### config.mk
export PLATFORM = sky130hd
export DESIGN_NAME = fetch_stage
export DESIGN_NICKNAME = d
export VERILOG_FILES = /design/src/rtl/fetch_stage_pkg.sv /design/src/rtl/fetch_stage_if_id_reg.sv /design/src/rtl/fetch_stage.sv
export SDC_FILE = /design/constraint.sdc
export NUM_CORES = 1
export LEC_CHECK = 0
export ABC_AREA = 1
export CAP_MARGIN = 5
export CORE_UTILIZATION = 50
export DETAILED_ROUTE_END_ITERATION = 7
export PLACE_DENSITY = 0.87
export RECOVER_POWER = 50
export SYNTH_ARGS = -nofsm -noshare
export SYNTH_HDL_FRONTEND = slang
export SYNTH_SLANG_ARGS = --single-unit
### constraint.sdc
create_clock -name fs_clk -period 2.7 [get_ports fs_clk]
set_input_delay 0.405 -clock fs_clk [delete_from_list [all_inputs] [get_ports fs_clk]]
set_output_delay 0.405 -clock fs_clk [all_outputs]
set_load 0.01 [all_outputs]
### src/rtl/fetch_stage_pkg.sv
// rtl/fetch_stage_pkg.sv - shared widths, reset constants and FSM encoding for the fetch stage
package fetch_stage_pkg;

  localparam int          FS_PC_WIDTH  = 32;
  localparam int          FS_IWIDTH    = 32;
  localparam logic [31:0] FS_RESET_PC  = 32'h0000_0000;
  localparam logic [31:0] FS_INSTR_NOP = 32'h0000_0000;

  typedef enum logic [1:0] {
    FS_FETCH = 2'd0,
    FS_HOLD  = 2'd1,
    FS_DROP  = 2'd2
  } fs_state_e;

endpackage

### src/rtl/fetch_stage_if_id_reg.sv
// rtl/fetch_stage_if_id_reg.sv - IF/ID pipeline register with a one-entry skid buffer
module fetch_stage_if_id_reg
  import fetch_stage_pkg::*;
#(
  parameter int                PC_WIDTH = FS_PC_WIDTH,
  parameter int                IWIDTH   = FS_IWIDTH,
  parameter logic [IWIDTH-1:0] NOP      = IWIDTH'(FS_INSTR_NOP)
) (
  input  logic                clk,
  input  logic                rst_n,
  input  logic                stall,
  input  logic                flush,
  input  logic                load_valid,
  input  logic                push_valid,
  input  logic [IWIDTH-1:0]   in_instr,
  input  logic [PC_WIDTH-1:0] in_pc,
  output logic                slot_free,
  output logic                ce,
  output logic [IWIDTH-1:0]   instr,
  output logic [PC_WIDTH-1:0] pc,
  output logic [PC_WIDTH-1:0] pc_plus4
);

  logic                ce_q, ce_d;
  logic [IWIDTH-1:0]   instr_q, instr_d;
  logic [PC_WIDTH-1:0] pc_q, pc_d, pc4_q, pc4_d;
  logic                skid_valid_q, skid_valid_d;
  logic [IWIDTH-1:0]   skid_instr_q, skid_instr_d;
  logic [PC_WIDTH-1:0] skid_pc_q, skid_pc_d;

  assign slot_free = !stall || !ce_q;

  always_comb begin
    ce_d         = ce_q;
    instr_d      = instr_q;
    pc_d         = pc_q;
    pc4_d        = pc4_q;
    skid_valid_d = skid_valid_q;
    skid_instr_d = skid_instr_q;
    skid_pc_d    = skid_pc_q;
    if (flush) begin
      ce_d         = 1'b0;
      skid_valid_d = 1'b0;
    end else if (slot_free) begin
      // The skid always holds the older instruction, so it drains first.
      if (skid_valid_q) begin
        ce_d         = 1'b1;
        instr_d      = skid_instr_q;
        pc_d         = skid_pc_q;
        pc4_d        = skid_pc_q + PC_WIDTH'(4);
        skid_valid_d = 1'b0;
      end else if (load_valid) begin
        ce_d    = 1'b1;
        instr_d = in_instr;
        pc_d    = in_pc;
        pc4_d   = in_pc + PC_WIDTH'(4);
      end else begin
        ce_d = 1'b0;
      end
    end
    if (push_valid) begin
      skid_valid_d = 1'b1;
      skid_instr_d = in_instr;
      skid_pc_d    = in_pc;
    end
  end

  always_ff @(posedge clk or negedge rst_n) begin
    if (!rst_n) begin
      ce_q         <= 1'b0;
      instr_q      <= NOP;
      pc_q         <= '0;
      pc4_q        <= '0;
      skid_valid_q <= 1'b0;
      skid_instr_q <= NOP;
      skid_pc_q    <= '0;
    end else begin
      ce_q         <= ce_d;
      instr_q      <= instr_d;
      pc_q         <= pc_d;
      pc4_q        <= pc4_d;
      skid_valid_q <= skid_valid_d;
      skid_instr_q <= skid_instr_d;
      skid_pc_q    <= skid_pc_d;
    end
  end

  assign ce       = ce_q;
  assign instr    = instr_q;
  assign pc       = pc_q;
  assign pc_plus4 = pc4_q;

endmodule

### src/rtl/fetch_stage.sv
// rtl/fetch_stage.sv - instruction fetch: PC, single-outstanding imem port, redirect/stall handling
module fetch_stage
  import fetch_stage_pkg::*;
#(
  parameter int                  PC_WIDTH = FS_PC_WIDTH,
  parameter int                  IWIDTH   = FS_IWIDTH,
  parameter logic [PC_WIDTH-1:0] RESET_PC = PC_WIDTH'(FS_RESET_PC)
) (
  input  logic                fs_clk,
  input  logic                fs_rst,
  input  logic                fs_i_stall,
  input  logic                fs_i_flush,
  input  logic                fs_i_redirect,
  input  logic [PC_WIDTH-1:0] fs_i_redirect_pc,
  output logic                fs_o_imem_req,
  output logic [PC_WIDTH-1:0] fs_o_imem_addr,
  input  logic                fs_i_imem_ack,
  input  logic [IWIDTH-1:0]   fs_i_imem_data,
  output logic [IWIDTH-1:0]   fs_o_instr,
  output logic [PC_WIDTH-1:0] fs_o_pc,
  output logic [PC_WIDTH-1:0] fs_o_pc_plus4,
  output logic                fs_o_ce
);

  fs_state_e           state_q, state_d;
  logic [PC_WIDTH-1:0] a_q, a_d;
  logic [PC_WIDTH-1:0] tgt_q, tgt_d;
  logic [PC_WIDTH-1:0] redirect_tgt;
  logic                slot_free, load_valid, push_valid;

  assign redirect_tgt   = fs_i_redirect_pc & ~PC_WIDTH'(3);
  assign fs_o_imem_addr = a_q;
  assign fs_o_imem_req  = fs_rst && (state_q != FS_HOLD);

  always_comb begin
    state_d    = state_q;
    a_d        = a_q;
    tgt_d      = tgt_q;
    load_valid = 1'b0;
    push_valid = 1'b0;
    unique case (state_q)
      FS_FETCH: begin
        if (fs_i_imem_ack) begin
          if (fs_i_redirect) begin
            a_d = redirect_tgt;
          end else begin
            a_d = a_q + PC_WIDTH'(4);
            // A flush squashes IF/ID this edge, so a sequential response parks in the skid.
            if (slot_free && !fs_i_flush) begin
              load_valid = 1'b1;
            end else begin
              push_valid = 1'b1;
              state_d    = FS_HOLD;
            end
          end
        end else if (fs_i_redirect) begin
          tgt_d   = redirect_tgt;
          state_d = FS_DROP;
        end
      end
      FS_HOLD: begin
        if (fs_i_redirect) begin
          a_d     = redirect_tgt;
          state_d = FS_FETCH;
        end else if (fs_i_flush || slot_free) begin
          state_d = FS_FETCH;
        end
      end
      FS_DROP: begin
        if (fs_i_redirect) begin
          tgt_d = redirect_tgt;
        end
        if (fs_i_imem_ack) begin
          a_d     = fs_i_redirect ? redirect_tgt : tgt_q;
          state_d = FS_FETCH;
        end
      end
      default: state_d = FS_FETCH;
    endcase
  end

  always_ff @(posedge fs_clk or negedge fs_rst) begin
    if (!fs_rst) begin
      state_q <= FS_FETCH;
      a_q     <= RESET_PC;
      tgt_q   <= RESET_PC;
    end else begin
      state_q <= state_d;
      a_q     <= a_d;
      tgt_q   <= tgt_d;
    end
  end

  fetch_stage_if_id_reg #(
    .PC_WIDTH (PC_WIDTH),
    .IWIDTH   (IWIDTH)
  ) u_if_id (
    .clk        (fs_clk),
    .rst_n      (fs_rst),
    .stall      (fs_i_stall),
    .flush      (fs_i_flush || fs_i_redirect),
    .load_valid (load_valid),
    .push_valid (push_valid),
    .in_instr   (fs_i_imem_data),
    .in_pc      (a_q),
    .slot_free  (slot_free),
    .ce         (fs_o_ce),
    .instr      (fs_o_instr),
    .pc         (fs_o_pc),
    .pc_plus4   (fs_o_pc_plus4)
  );

endmodule

==> flow_metrics.tcl <==
set metrics [dict create \
    critical_path_required_ps 3110 \
    final_routed_drc_violation_total 0 \
    multiInputGateArea_um2 5770 \
    ctsLongestPathBuffers 3 \
    cellPowerDensity_nw_per_um2 1180 \
    dpl.hpwl_um 25700 \
    tightestPinTransition_ps 2140 \
    min-delay-start "fs_i_redirect" \
    r2r-start "state_q[0]" \
    dp.cells 2076 \
    utilization_pct 65.0 \
    postCtsResizedCells 0 \
    most-common-layout-cells "569 x nand2_1, 225 x dfrtp_1, 187 x nor2_1, 133 x clkdlybuf4s50_1, 91 x inv_1" \
    ff2ff_path_depth 7 \
    number_of_clock_buffers_inserted_by_tritoncts 25 \
    post_synth_inst_count 1627 \
    detailedRoute.firstIterationViolations 1099 \
    timing.setup.critical_path_class "flip-flop to flip-flop" \
    yosysWarnings 0 \
    globalplace.congestion 0.939 \
    viasPerCell 5.55 \
    max_freq_ghz 0.401 \
    total_leakage_power_nw 6.97 \
    source_to_sink_clock_delay_at_the_later_pin_of_the_worst_skew_pair_ps 530 \
    cts_root_buffer "clkbuf_16" \
    irDropWorstVdd_v 0.000940 \
    layout_setup_ws_ps 203 \
    mostFrequentLayoutCell "nand2_1" \
    failed_checks "max-capacitance violations, max-slew violations" \
    setup_tns_ps 0 \
    layout_overhead_on_the_synthesized_area_pct 26.2 \
    num-nets-final 1859 \
    tritoncts "done" \
    wire_length_of_the_first_global_routing_pass_um 58000 \
    post_cts_buffers 0 \
    total_number_of_vias 11800 \
    first_global_vias 11100 \
    post-place-ws_ps 357 \
    clk_pin_slew_ps 60 \
    initial_standard_cell_utilization_of_the_core_pct 51.5 \
    crit_path_end_kind "flip-flop" \
    htree_levels 1 \
    cts.hold.buffers_added 0 \
    average_wire_per_standard_cell_um 17.2 \
    grt_start_max_net_pins 156 \
    crit_path_max_fanout 31 \
    ys_ff_latch 226 \
    ios 200 \
    detail_route.wirelength_um 36500 \
    synth_nets 1702 \
    cp_data_arrival_time_ps 2910 \
    regToRegEndpoint "u_if_id.skid_instr_q[22]" \
    antenna_found_initial 0 \
    hold_path_depth 2 \
    register_area_um2 5660 \
    diodes 0 \
    yosysSeqAreaShare_pct 46.4 \
    run_status "finished, violations left" \
    io_port_bufs 197 \
    worst-r2r-setup-slack_ps 200 \
    row_count 56 \
    tritoncts_num_sinks 226 \
    final_cell_count_no_fill 2121 \
    filler_cell_count 2003 \
    grt_util_all_layers_pct 29.6 \
    avgSynthCellArea_um2 7.50 \
    report.final.setup_viol 0 \
    mappedNetlistArea_um2 12200 \
    minimum_clock_period_ps 2500 \
    holdCritPathClass "primary input to flip-flop" \
    design.die.area_um2 25000 \
    p_total_mw 18.2 \
    final_hold_fails 0 \
    core-area_um2 23700 \
    overflow 0 \
    dr.pass1.iters 6 \
    drt.antenna.violating_nets 0 \
    unrepaired_setup_endpoints_after_global_routing "no" \
    slew-limit-headroom_pct -42.8 \
    netlist-cell-type-count 40 \
    cap_viol_max_count 2 \
    die_w_um 158 \
    dieHeight_um 158 \
    clock_skew_ps 6.82 \
    hold-path-endpoint "tgt_q[1]" \
    start_kind "flip-flop" \
    final_layout_size_suffix_gt1_share_pct 7.38 \
    slew_violations 228 \
    min_period_over_period_pct 92.5 \
]
-- area by class of cell --
cell class	instances	share of cell area, %
clock buffers	29	4.36
clock inverters	16	1.93
inverters	96	2.36
multi-input cells	1214	37.5
flip-flops and latches	226	36.7
well taps	319	2.59
repair buffers	221	14.5
-- Yosys cell counts --
cell type | number | area share, %
nor2_2 | 5 | 0.26
mux2i_1 | 10 | 0.82
dfrtp_1 | 226 | 46
a21oi_2 | 2 | 0.14
buf_6 | 1 | 0.092
buf_2 | 42 | 1.7
or2_0 | 1 | 0.051
mux2_2 | 34 | 3.1
xor2_1 | 22 | 1.6
nor2_1 | 187 | 5.8
nor3b_1 | 1 | 0.062
inv_1 | 92 | 2.8
nand3_2 | 3 | 0.25
xnor2_1 | 2 | 0.14
buf_4 | 3 | 0.18
nor2_4 | 7 | 0.65
o21ai_2 | 1 | 0.072
nand2_1 | 569 | 18
or2_1 | 1 | 0.051
nand2_4 | 1 | 0.092
a31oi_1 | 66 | 3.4
clkbuf_2 | 1 | 0.041
o211ai_1 | 2 | 0.12
a21oi_1 | 84 | 3.4
or2_2 | 1 | 0.051
o21ai_0 | 85 | 3.5
inv_2 | 4 | 0.12
clkbuf_1 | 40 | 1.2
nand3b_1 | 12 | 0.74
nand2_2 | 4 | 0.21
a21boi_0 | 10 | 0.62
ha_1 | 5 | 0.51
and2_1 | 1 | 0.051
nor3_1 | 1 | 0.041
buf_1 | 4 | 0.12
nand4_1 | 5 | 0.26
o31ai_1 | 1 | 0.062
o21ai_1 | 8 | 0.33
o21bai_1 | 1 | 0.062
nand3_1 | 82 | 3.4
-- how the worst max path moves through the flow --
stage / startpoint / end / slack, ps / cells past startpoint
floorplan: state_q[0] / fs_o_imem_addr[14] / 960 / 9
CTS: state_q[1] / fs_o_imem_req / 230 / 4
global placement: fs_i_imem_ack / u_if_id.skid_instr_q[13] / 430 / 6
global route: state_q[0] / fs_o_imem_addr[11] / 70 / 9
detailed placement: state_q[0] / fs_o_imem_addr[14] / 360 / 9
finish: state_q[0] / u_if_id.skid_instr_q[22] / 200 / 7
-- state kept, by name, indices dropped and copies added (netlist names) --
| register | flops |
|---|---|
| fs_o_imem_addr | 32 |
| tgt_q | 32 |
| u_if_id.instr | 32 |
| u_if_id.pc | 32 |
| u_if_id.skid_instr_q | 32 |
| u_if_id.skid_pc_q | 32 |
| u_if_id.pc_plus4 | 30 |
| state_q | 2 |
| u_if_id.ce | 1 |
| u_if_id.skid_valid_q | 1 |
-- critical path, stage by stage (launching register included) --
cell and delay [ps]:
dfrtp_1 400, inv_1 120, ha_1 220, nand2_1 110, inv_2 140, nand3_2 630
buf_12 440, mux2_2 290
-- kinds of logic after synthesis --
| kind of cell | after synthesis | synth area share, % |
|---|---|---|
| AND/OR/NAND/NOR | 881 | 29.4 |
| AO/OA/AOI/OAI | 260 | 11.7 |
| flip-flops | 226 | 46.4 |
| buffers and inverters | 187 | 6.35 |
| multiplexers | 44 | 3.96 |
| XOR/XNOR | 24 | 1.72 |
| adder cells (fa/ha/maj) | 5 | 0.513 |
-- routing by layer --
metal / up-vias / part of all wire (%) / track usage [%]
li1: 5588 / - / -
met1: 5531 / 41 / 39.6
met2: 561 / 47 / 48.9
met3: 83 / 9.2 / 5.37
met4: 0 / 2.7 / 8.42
met5: - / 0 / 0
-- per-stage QoR --
step           cell area, µm²  hold WS, ps
2_1_floorplan           12200          109
3_3_place_gp            14500          464
3_5_place_dp            14500          465
4_1_cts                 15400          108
5_1_grt                 15400          351
6_report                15400          341
-- where the power goes --
part	leakage [nW]	switching, mW	internal, mW	total, mW
Combinational	3.78	4.26	3.44	7.70
Clock	0.469	1.44	2.54	3.98
Sequential	2.72	1.54	4.98	6.52
Power figures use the tool's default switching activity.
